==> config.mk <==
export PLATFORM = sky130hd
export DESIGN_NAME = value_predict_table
export DESIGN_NICKNAME = d
export VERILOG_FILES = /design/src/rtl/value_predict_table.sv
export SDC_FILE = /design/constraint.sdc
export NUM_CORES = 2
export LEC_CHECK = 0
export CAP_MARGIN = 20
export CORE_MARGIN = 2
export CORE_UTILIZATION = 42
export DETAILED_ROUTE_END_ITERATION = 12
export DONT_BUFFER_PORTS = 1
export PLACE_DENSITY_LB_ADDON = 0.15
export SLEW_MARGIN = 25
export SYNTH_ARGS = -nofsm -noshare
export SYNTH_HDL_FRONTEND = slang
export SYNTH_SLANG_ARGS = --single-unit
==> constraint.sdc <==
create_clock -name clk -period 11.2 [get_ports clk]
set_input_delay 0.56 -clock clk [delete_from_list [all_inputs] [get_ports clk]]
set_output_delay 0.56 -clock clk [all_outputs]
set_load 0.05 [all_outputs]
==> src/rtl/value_predict_table.sv <==
// Last-value prediction table: PC-indexed entries of tag, last committed value and
// saturating confidence; one-cycle lookup plus training from resolved loads.
module value_predict_table #(
  parameter int unsigned INDEX_WIDTH = 6,
  parameter int unsigned TAG_WIDTH   = 8,
  parameter int unsigned CONF_BITS   = 2,
  parameter int unsigned CONF_THRESH = 2,
  parameter int unsigned ADDR_WIDTH  = 32,
  parameter int unsigned DATA_WIDTH  = 32
) (
  input  logic                  clk,
  input  logic                  rst,
  input  logic                  lookup_valid,
  input  logic [ADDR_WIDTH-1:0] lookup_pc,
  output logic                  pred_valid,
  output logic                  pred_hit,
  output logic                  pred_confident,
  output logic [DATA_WIDTH-1:0] pred_value,
  input  logic                  update_valid,
  input  logic [ADDR_WIDTH-1:0] update_pc,
  input  logic [DATA_WIDTH-1:0] update_value,
  input  logic                  update_was_conf,
  output logic [15:0]           stat_correct,
  output logic [15:0]           stat_mispredict
);

  localparam int unsigned ENTRIES    = 1 << INDEX_WIDTH;
  localparam int unsigned STAT_WIDTH = 16;
  localparam int unsigned IDX_LO     = 2;
  localparam int unsigned TAG_LO     = INDEX_WIDTH + 2;
  localparam int unsigned TAG_HI     = INDEX_WIDTH + TAG_WIDTH + 1;

  localparam logic [CONF_BITS-1:0]  CONF_MAX   = {CONF_BITS{1'b1}};
  localparam logic [CONF_BITS-1:0]  CONF_LIMIT = CONF_BITS'(CONF_THRESH);
  localparam logic [STAT_WIDTH-1:0] STAT_MAX   = {STAT_WIDTH{1'b1}};

  logic [ENTRIES-1:0]                valid_q;
  logic [ENTRIES-1:0][CONF_BITS-1:0] conf_q;
  logic [TAG_WIDTH-1:0]              tag_q   [ENTRIES];
  logic [DATA_WIDTH-1:0]             value_q [ENTRIES];

  logic [INDEX_WIDTH-1:0] lk_idx;
  logic [TAG_WIDTH-1:0]   lk_tag;
  logic                   lk_hit;
  logic                   lk_conf;
  logic [INDEX_WIDTH-1:0] up_idx;
  logic [TAG_WIDTH-1:0]   up_tag;
  logic                   up_hit;
  logic                   up_match;
  logic                   unused_pc_bits;

  // PC decode and table read; both ports see the contents from before this cycle's update
  always_comb begin
    lk_idx   = lookup_pc[INDEX_WIDTH+1:IDX_LO];
    lk_tag   = lookup_pc[TAG_HI:TAG_LO];
    lk_hit   = valid_q[lk_idx] && (tag_q[lk_idx] == lk_tag);
    lk_conf  = conf_q[lk_idx] >= CONF_LIMIT;
    up_idx   = update_pc[INDEX_WIDTH+1:IDX_LO];
    up_tag   = update_pc[TAG_HI:TAG_LO];
    up_hit   = valid_q[up_idx] && (tag_q[up_idx] == up_tag);
    up_match = up_hit && (value_q[up_idx] == update_value);
  end

  assign unused_pc_bits = ^{lookup_pc[ADDR_WIDTH-1:TAG_HI+1], lookup_pc[IDX_LO-1:0],
                            update_pc[ADDR_WIDTH-1:TAG_HI+1], update_pc[IDX_LO-1:0]};

  // Prediction result register; outputs other than pred_valid hold when idle
  always_ff @(posedge clk) begin
    if (rst) begin
      pred_valid     <= 1'b0;
      pred_hit       <= 1'b0;
      pred_confident <= 1'b0;
      pred_value     <= '0;
    end else begin
      pred_valid <= lookup_valid;
      if (lookup_valid) begin
        pred_hit       <= lk_hit;
        pred_confident <= lk_hit && lk_conf;
        pred_value     <= lk_hit ? value_q[lk_idx] : '0;
      end
    end
  end

  // Valid bits and confidence counters
  always_ff @(posedge clk) begin
    if (rst) begin
      valid_q <= '0;
      conf_q  <= '0;
    end else if (update_valid) begin
      if (up_match) begin
        if (conf_q[up_idx] != CONF_MAX) conf_q[up_idx] <= conf_q[up_idx] + CONF_BITS'(1);
      end else begin
        valid_q[up_idx] <= 1'b1;
        conf_q[up_idx]  <= '0;
      end
    end
  end

  // Tag/value storage; a mismatch or miss (re)writes the entry, no reset needed
  always_ff @(posedge clk) begin
    if (!rst && update_valid && !up_match) begin
      tag_q[up_idx]   <= up_tag;
      value_q[up_idx] <= update_value;
    end
  end

  // Outcome statistics for loads that had been predicted confidently
  always_ff @(posedge clk) begin
    if (rst) begin
      stat_correct    <= '0;
      stat_mispredict <= '0;
    end else if (update_valid && update_was_conf) begin
      if (up_match) begin
        if (stat_correct != STAT_MAX) stat_correct <= stat_correct + STAT_WIDTH'(1);
      end else begin
        if (stat_mispredict != STAT_MAX) stat_mispredict <= stat_mispredict + STAT_WIDTH'(1);
      end
    end
  end

endmodule
After elaboration in Yosys (flattened, before gate mapping)
Memory sizes are Yosys's and may differ from the RTL's.
Index checks and enable logic that the tools add are counted.
{"block": "word_totals", "in_bits": 101, "regBits": 259, "out_inout_bits": 67, "wordCells": 123, "n_memories": 2, "ramBits": 2560}
{"block": "classes", "bitwise_logic": 4, "add_sub_neg": 3, "muxes": 18, "eq_ne": 7, "n_lt_le_gt_ge": 4, "n_reduce_logical": 14}
{"name": "value_q", "depth": 64, "word_bits": 32, "rd": 2, "rd_clocked_by_memory_dff": 0, "wr": 1, "line": "40", "source": "logic [DATA_WIDTH-1:0] value_q [ENTRIES];"}
{"name": "tag_q", "depth": 64, "word_bits": 8, "rd": 2, "rd_clocked_by_memory_dff": 0, "wr": 1, "line": "39", "source": "logic [TAG_WIDTH-1:0] tag_q [ENTRIES];"}
{"cell": "128-bit 2-to-1 mux", "n": 2}
{"cell": "128-bit AND", "n": 1}
{"cell": "128-bit bitwise mux", "n": 1}
{"cell": "128-bit inverter", "n": 1}
{"cell": "64-bit bitwise OR", "n": 1}
{"cell": "16-bit by 1-bit adder with 16-bit output (second input constant)", "n": 2}
{"cell": "32-bit equality test", "n": 1}
{"cell": "32-bit 2-to-1 mux", "n": 1}
{"cell": "16-bit != test (second input constant)", "n": 2}
{"cell": "2-bit binary-select mux with 6-bit select", "n": 2}
{"cell": "8-bit equality test", "n": 2}
{"cell": "6-bit by 7-bit < comparator with 1-bit output (second input constant)", "n": 2}
{"cell": "1-bit binary-select mux with 6-bit select", "n": 2}
{"cell": "2-bit demux with 6-bit select", "n": 1}
{"cell": "1-bit logical AND", "n": 8}
{"cell": "1-bit demux with 6-bit select", "n": 1}
{"cell": "6-bit by 1-bit >= comparator with 1-bit output (second input constant)", "n": 1}
{"cell": "2-bit 2-to-1 mux", "n": 3}
{"cell": "3-bit AND reduction", "n": 2}
{"cell": "1-bit 2-to-1 mux", "n": 5}
{"cell": "2-bit AND reduction", "n": 2}
{"cell": "2-bit by 1-bit adder with 2-bit output (second input constant)", "n": 1}
{"cell": "2-bit >= comparator (second input constant)", "n": 1}
{"cell": "1-bit logical NOT", "n": 2}
{"cell": "3 further kinds", "n": 3}

Depth between registers and ports, before layout
{"block": "depth", "word_depth": 8, "mapped_depth": 24, "ltp_nobuf": 13}

Worst setup path after synthesis
No wires, ideal clock.
{"block": "synth_timing", "path_kind": "in2reg", "from": "in update_pc[3]", "to": "mem tag_q[42][0] (enable)", "t_arrival_ns": 5.354, "path_slack_ns": 5.409, "path_stages": 19, "required_time_ns": 10.763, "n_path_buf": 8, "path_cell_list": "buf_2 -> and2_1 -> buf_2 -> buf_2 -> buf_6 -> buf_2 -> a221oi_1 -> nor2_1 -> o21a_1 -> or4b_2 -> mux2i_1 -> nor3_1 -> nand4_2 -> or3_1 -> clkbuf_1 -> nand3b_1 -> buf_2 -> buf_1 -> nor2_1"}
{"block": "synth_via", "elab_chain_len": 8, "word_cells_on_any_way": 12, "cone_classes": "eq/ne: 2; mux: 4; reduce/logical: 4; memory: 2"}
{"item": "from (decl)", "line": "20", "source": "input logic [ADDR_WIDTH-1:0] update_pc,"}
{"item": "memory 64 x 8 bit or 1-bit binary-select mux with 6-bit select (tied branches)"}
{"item": "8-bit equality test or 1-bit 2-to-1 mux (tied branches)", "line": "60", "source": "up_hit = valid_q[up_idx] && (tag_q[up_idx] == up_tag);"}
{"item": "1-bit logical AND", "line": "60"}
{"item": "1-bit logical AND", "line": "61", "source": "up_match = up_hit && (value_q[up_idx] == update_value);"}
{"item": "1-bit logical NOT", "line": "101", "source": "if (!rst && update_valid && !up_match) begin"}
{"item": "1-bit logical AND", "line": "101"}
{"item": "1-bit 2-to-1 mux", "line": "101"}
{"item": "1-bit 2-to-1 mux (not written as such)", "line": "102", "source": "tag_q[up_idx] <= up_tag;"}
{"item": "to (decl)", "line": "39"}
Parallel ways exist; a longest one is shown, timed or not. The select of a mux whose other input is x is not followed.

Worst setup path in the final report
{"block": "layout_timing", "from": "in update_pc[4]", "to": "mem value_q[37][14] (enable)"}
{"block": "layout_via", "elab_chain_len": 8, "word_cells_on_any_way": 12, "cone_classes": "eq/ne: 2; mux: 4; reduce/logical: 4; memory: 2"}
{"item": "memory 64 x 8 bit or 1-bit binary-select mux with 6-bit select (tied branches)"}
{"item": "8-bit equality test or 1-bit 2-to-1 mux (tied branches)", "line": "60"}
{"item": "1-bit logical AND", "line": "60"}
{"item": "1-bit logical AND", "line": "61"}
{"item": "1-bit logical NOT", "line": "101"}
{"item": "1-bit logical AND", "line": "101"}
{"item": "1-bit 2-to-1 mux", "line": "101"}
{"item": "1-bit 2-to-1 mux (not written as such)", "line": "103", "source": "value_q[up_idx] <= update_value;"}
{"item": "to (decl)", "line": "40"}
Parallel ways exist; a longest one is shown, timed or not. The select of a mux whose other input is x is not followed.

==> impl_metrics.py <==
metrics = {
    "sta": {
        "hold_slack_ns": 0.0482,
        "relSlewSlack_pct": -0.684,
        "skew_ns": 0.0728,
        "fmax_mhz": 118,
        "tightest_slew_ns": 1.51,
        "finalHoldViolCount": 0,
        "fin_ws_ns": 2.72,
        "slew_violations": 17,
        "fin_crit_sh_pct": 75.7,
        "setup_viol": 0,
        "min_period_ns": 8.48,
        "rsz0062_at_grt": "false",
        "fin_setup_tns_ns": 0,
    },
    "setup_path": {
        "cpMaxStageDelayCell": "xor2_1",
        "crit_top_cell": "buf_16",
        "path_max_fanout": 163,
        "critPathBufInv": 7,
        "worstSetupPathType": "input pin to flip-flop",
        "crit_family": "buffers and inverters",
        "crit_arrival_ns": 9.03,
        "crit_chain": "buf_16 -> buf_16 -> buf_16 -> inv_6 -> buf_12 -> mux2i_1 -> o22ai_1 -> a211oi_1 -> nand4_1 -> xor2_1 -> nor4_1 -> nand4b_1 -> or3_2 -> nand3b_1 -> buf_12 -> nor2_4 -> buf_4",
        "start_kind": "input pin",
        "cpPeakStageDelay_ns": 0.99,
        "endpoint_kind": "flip-flop",
        "cp.required_ns": 11.75,
    },
    "detailed_routing": {
        "via_per_inst": 7.19,
        "drt-total-wl_microns": 531000,
        "firstDrtPassIters": 6,
        "ant_nets": 0,
        "vias": 85900,
        "wl_per_cell_microns": 44.5,
        "drt_iter0_drc": 15300,
        "drc": 0,
    },
    "clock_tree": {
        "ctsResizeCount": 0,
        "clkLatencyLatePin_ns": 0.98,
        "htreeDepth": 5,
        "post_cts.repair.setup_buffers": 0,
        "clkTransAtPathRegs_ns": 0.06,
        "cts_buffers": 317,
        "clockBufferDepth": 4,
        "root_buffer": "clkbuf_16",
        "cts.sinks": 2819,
        "cts_tree": "yes",
    },
    "synth": {
        "yosys-top-cells-count": "2560 x edfxtp_1, 1136 x mux4_2, 468 x mux2i_1",
        "netlist.area_leader.share_pct": 58.4,
        "synth.area.top_cells": "edfxtp_1 58%, mux4_2 19%, dfxtp_1 3.9%, mux2i_1 3.6%, a221oi_1 1.5%",
        "synth.most_common_cell": "edfxtp_1",
        "syn_nets": 7651,
        "synth_top_cell_by_area": "edfxtp_1",
        "synthArstFlopShare_pct": 0,
        "postSynthCellCount": 7547,
        "yosysWarningCount": 0,
        "ys_ff_latch": 2819,
        "post_synth_num_cell_types": 91,
        "ys_seq_area_share_pct": 62.3,
        "syn_area_per_cell_sq_um": 17.4,
        "syn-cell-area_sq_um": 132000,
        "synth-edff-count": 2560,
        "synth_flop_cell": "edfxtp_1",
    },
    "placement": {
        "place_congestion": 0.869,
        "place_area_sq_um": 136000,
        "dp_slack_ns": 3.51,
        "place_hpwl_microns": 275000,
        "placed_cells": 11200,
        "port_buffers": 0,
    },
    "outcome": {
        "status": "finished, violations left",
        "violations": "max-slew violations",
    },
    "grt": {
        "grt_pass1_vias": 82700,
        "grtUsageTotal_pct": 32.8,
        "grt_pass1_wl_microns": 713000,
        "grt_max_degree": 688,
        "antenna_found_initial": 55,
        "grt-ovfl-total": 0,
    },
    "final_layout": {
        "layout-drive-gt1-share_pct": 27.3,
        "instances_no_fill": 11900,
        "final_area_sq_um": 149000,
        "final_core_util_pct": 47.8,
        "fin_nets": 7604,
        "area_delta_synth_final_pct": 13.2,
    },
    "floorplan": {
        "die_w_microns": 564,
        "row_count": 205,
        "die_h_microns": 564,
        "die-area_sq_um": 318000,
        "core_region_area_sq_um": 312000,
        "initial_core_util_pct": 42.2,
        "pin_count": 168,
    },
    "run": {
        "maxCapViolations": 0,
    },
    "power_and_ir_drop": {
        "p_per_area_nw_per_um2": 162,
        "p_leak_nw": 46.7,
        "power.total_mw": 24.1,
        "vdd_drop_max_uv": 122,
    },
    "worst_hold_path": {
        "hold_class": "input pin to flip-flop",
    },
}
-- flip-flops by register name, summed over array words and instances, names as in the netlist --
register	flops
tag_q	512
value_q	2048
stat_correct	16
stat_mispredict	16
pred_hit	1
valid_q	64
pred_confident	1
pred_value	32
pred_valid	1
conf_q	128
-- cell usage in the layout (no fill, tap or decap), types with 56 or more instances in the layout --
cell and count:
mux4_2 1136, nand3_1 105, edfxtp_1 2560, nor2_1 153, mux2_2 91, buf_4 173
nor2_4 67, a22oi_1 198, buf_16 62, clkbuf_16 317, a41oi_1 64, clkinv_1 56
nand2_1 195, mux2i_1 467, o22ai_1 117, a221oi_1 232, o21ai_0 315, clkinv_2 59
a31oi_1 79, clkbuf_1 60, dfxtp_1 259, a21oi_1 147
-- cells by family (layout without fill, tap and decap cells) --
group | after synthesis | after routing | synth area share, %
fa+ha+maj | 3 | 3 | 0.0285
mux | 1698 | 1698 | 23.8
compound gates | 1447 | 1447 | 7.70
xor+xnor | 34 | 34 | 0.226
buf+inv | 720 | 937 | 2.71
other cells | 0 | 34 | 0
flops | 2819 | 2819 | 62.3
simple gates | 826 | 826 | 3.18
-- worst paths after layout --
path,start,end,slack [ns],cells past startpoint
max,update_pc[4],value_q[37][14]$_DFFE_PP_,2.72,17
min,rst,pred_valid$_SDFF_PP0_,0.05,2
max reg2reg,tag_q[11][3]$_DFFE_PP_,value_q[37][14]$_DFFE_PP_,4.74,13
min reg2reg,conf_q[84]$_SDFFE_PP0P_,conf_q[84]$_SDFFE_PP0P_,0.46,2
-- metal layers --
layer | global-route usage, % | share of wire, % | wire [microns]
met1 | 43.7 | 37 | 197000
met2 | 49.2 | 45 | 238000
met3 | 8.83 | 12 | 65000
met4 | 17.7 | 5.9 | 31100
met5 | 0 | 0.035 | 184
-- final cells by class --
type	count	area, sq um
Antenna cell	34	85.1
Clock buffer	397	8430
Clock inverter	186	1960
Fill cell	26000	163000
Inverter	26	114
Multi-Input combinational cell	4008	46700
Sequential cell	2819	82100
Tap cell	4140	5180
Timing Repair Buffer	328	4450
-- power breakdown --
part / switching (mW) / total (mW) / leakage [nW] / internal [mW]
clock: 4.56 / 10.6 / 5.08 / 6.04
sequential: 0.0210 / 11.5 / 25.1 / 11.5
combinational: 1.19 / 1.94 / 16.5 / 0.742
total: 5.78 / 24.1 / 46.7 / 18.3
-- timing repair --
action	in CTS	in global routing
endpoints found under the setup margin	0	0
endpoints found under the hold margin	2819	0
hold buffers	83	0
(Power assumes the default switching activity.)
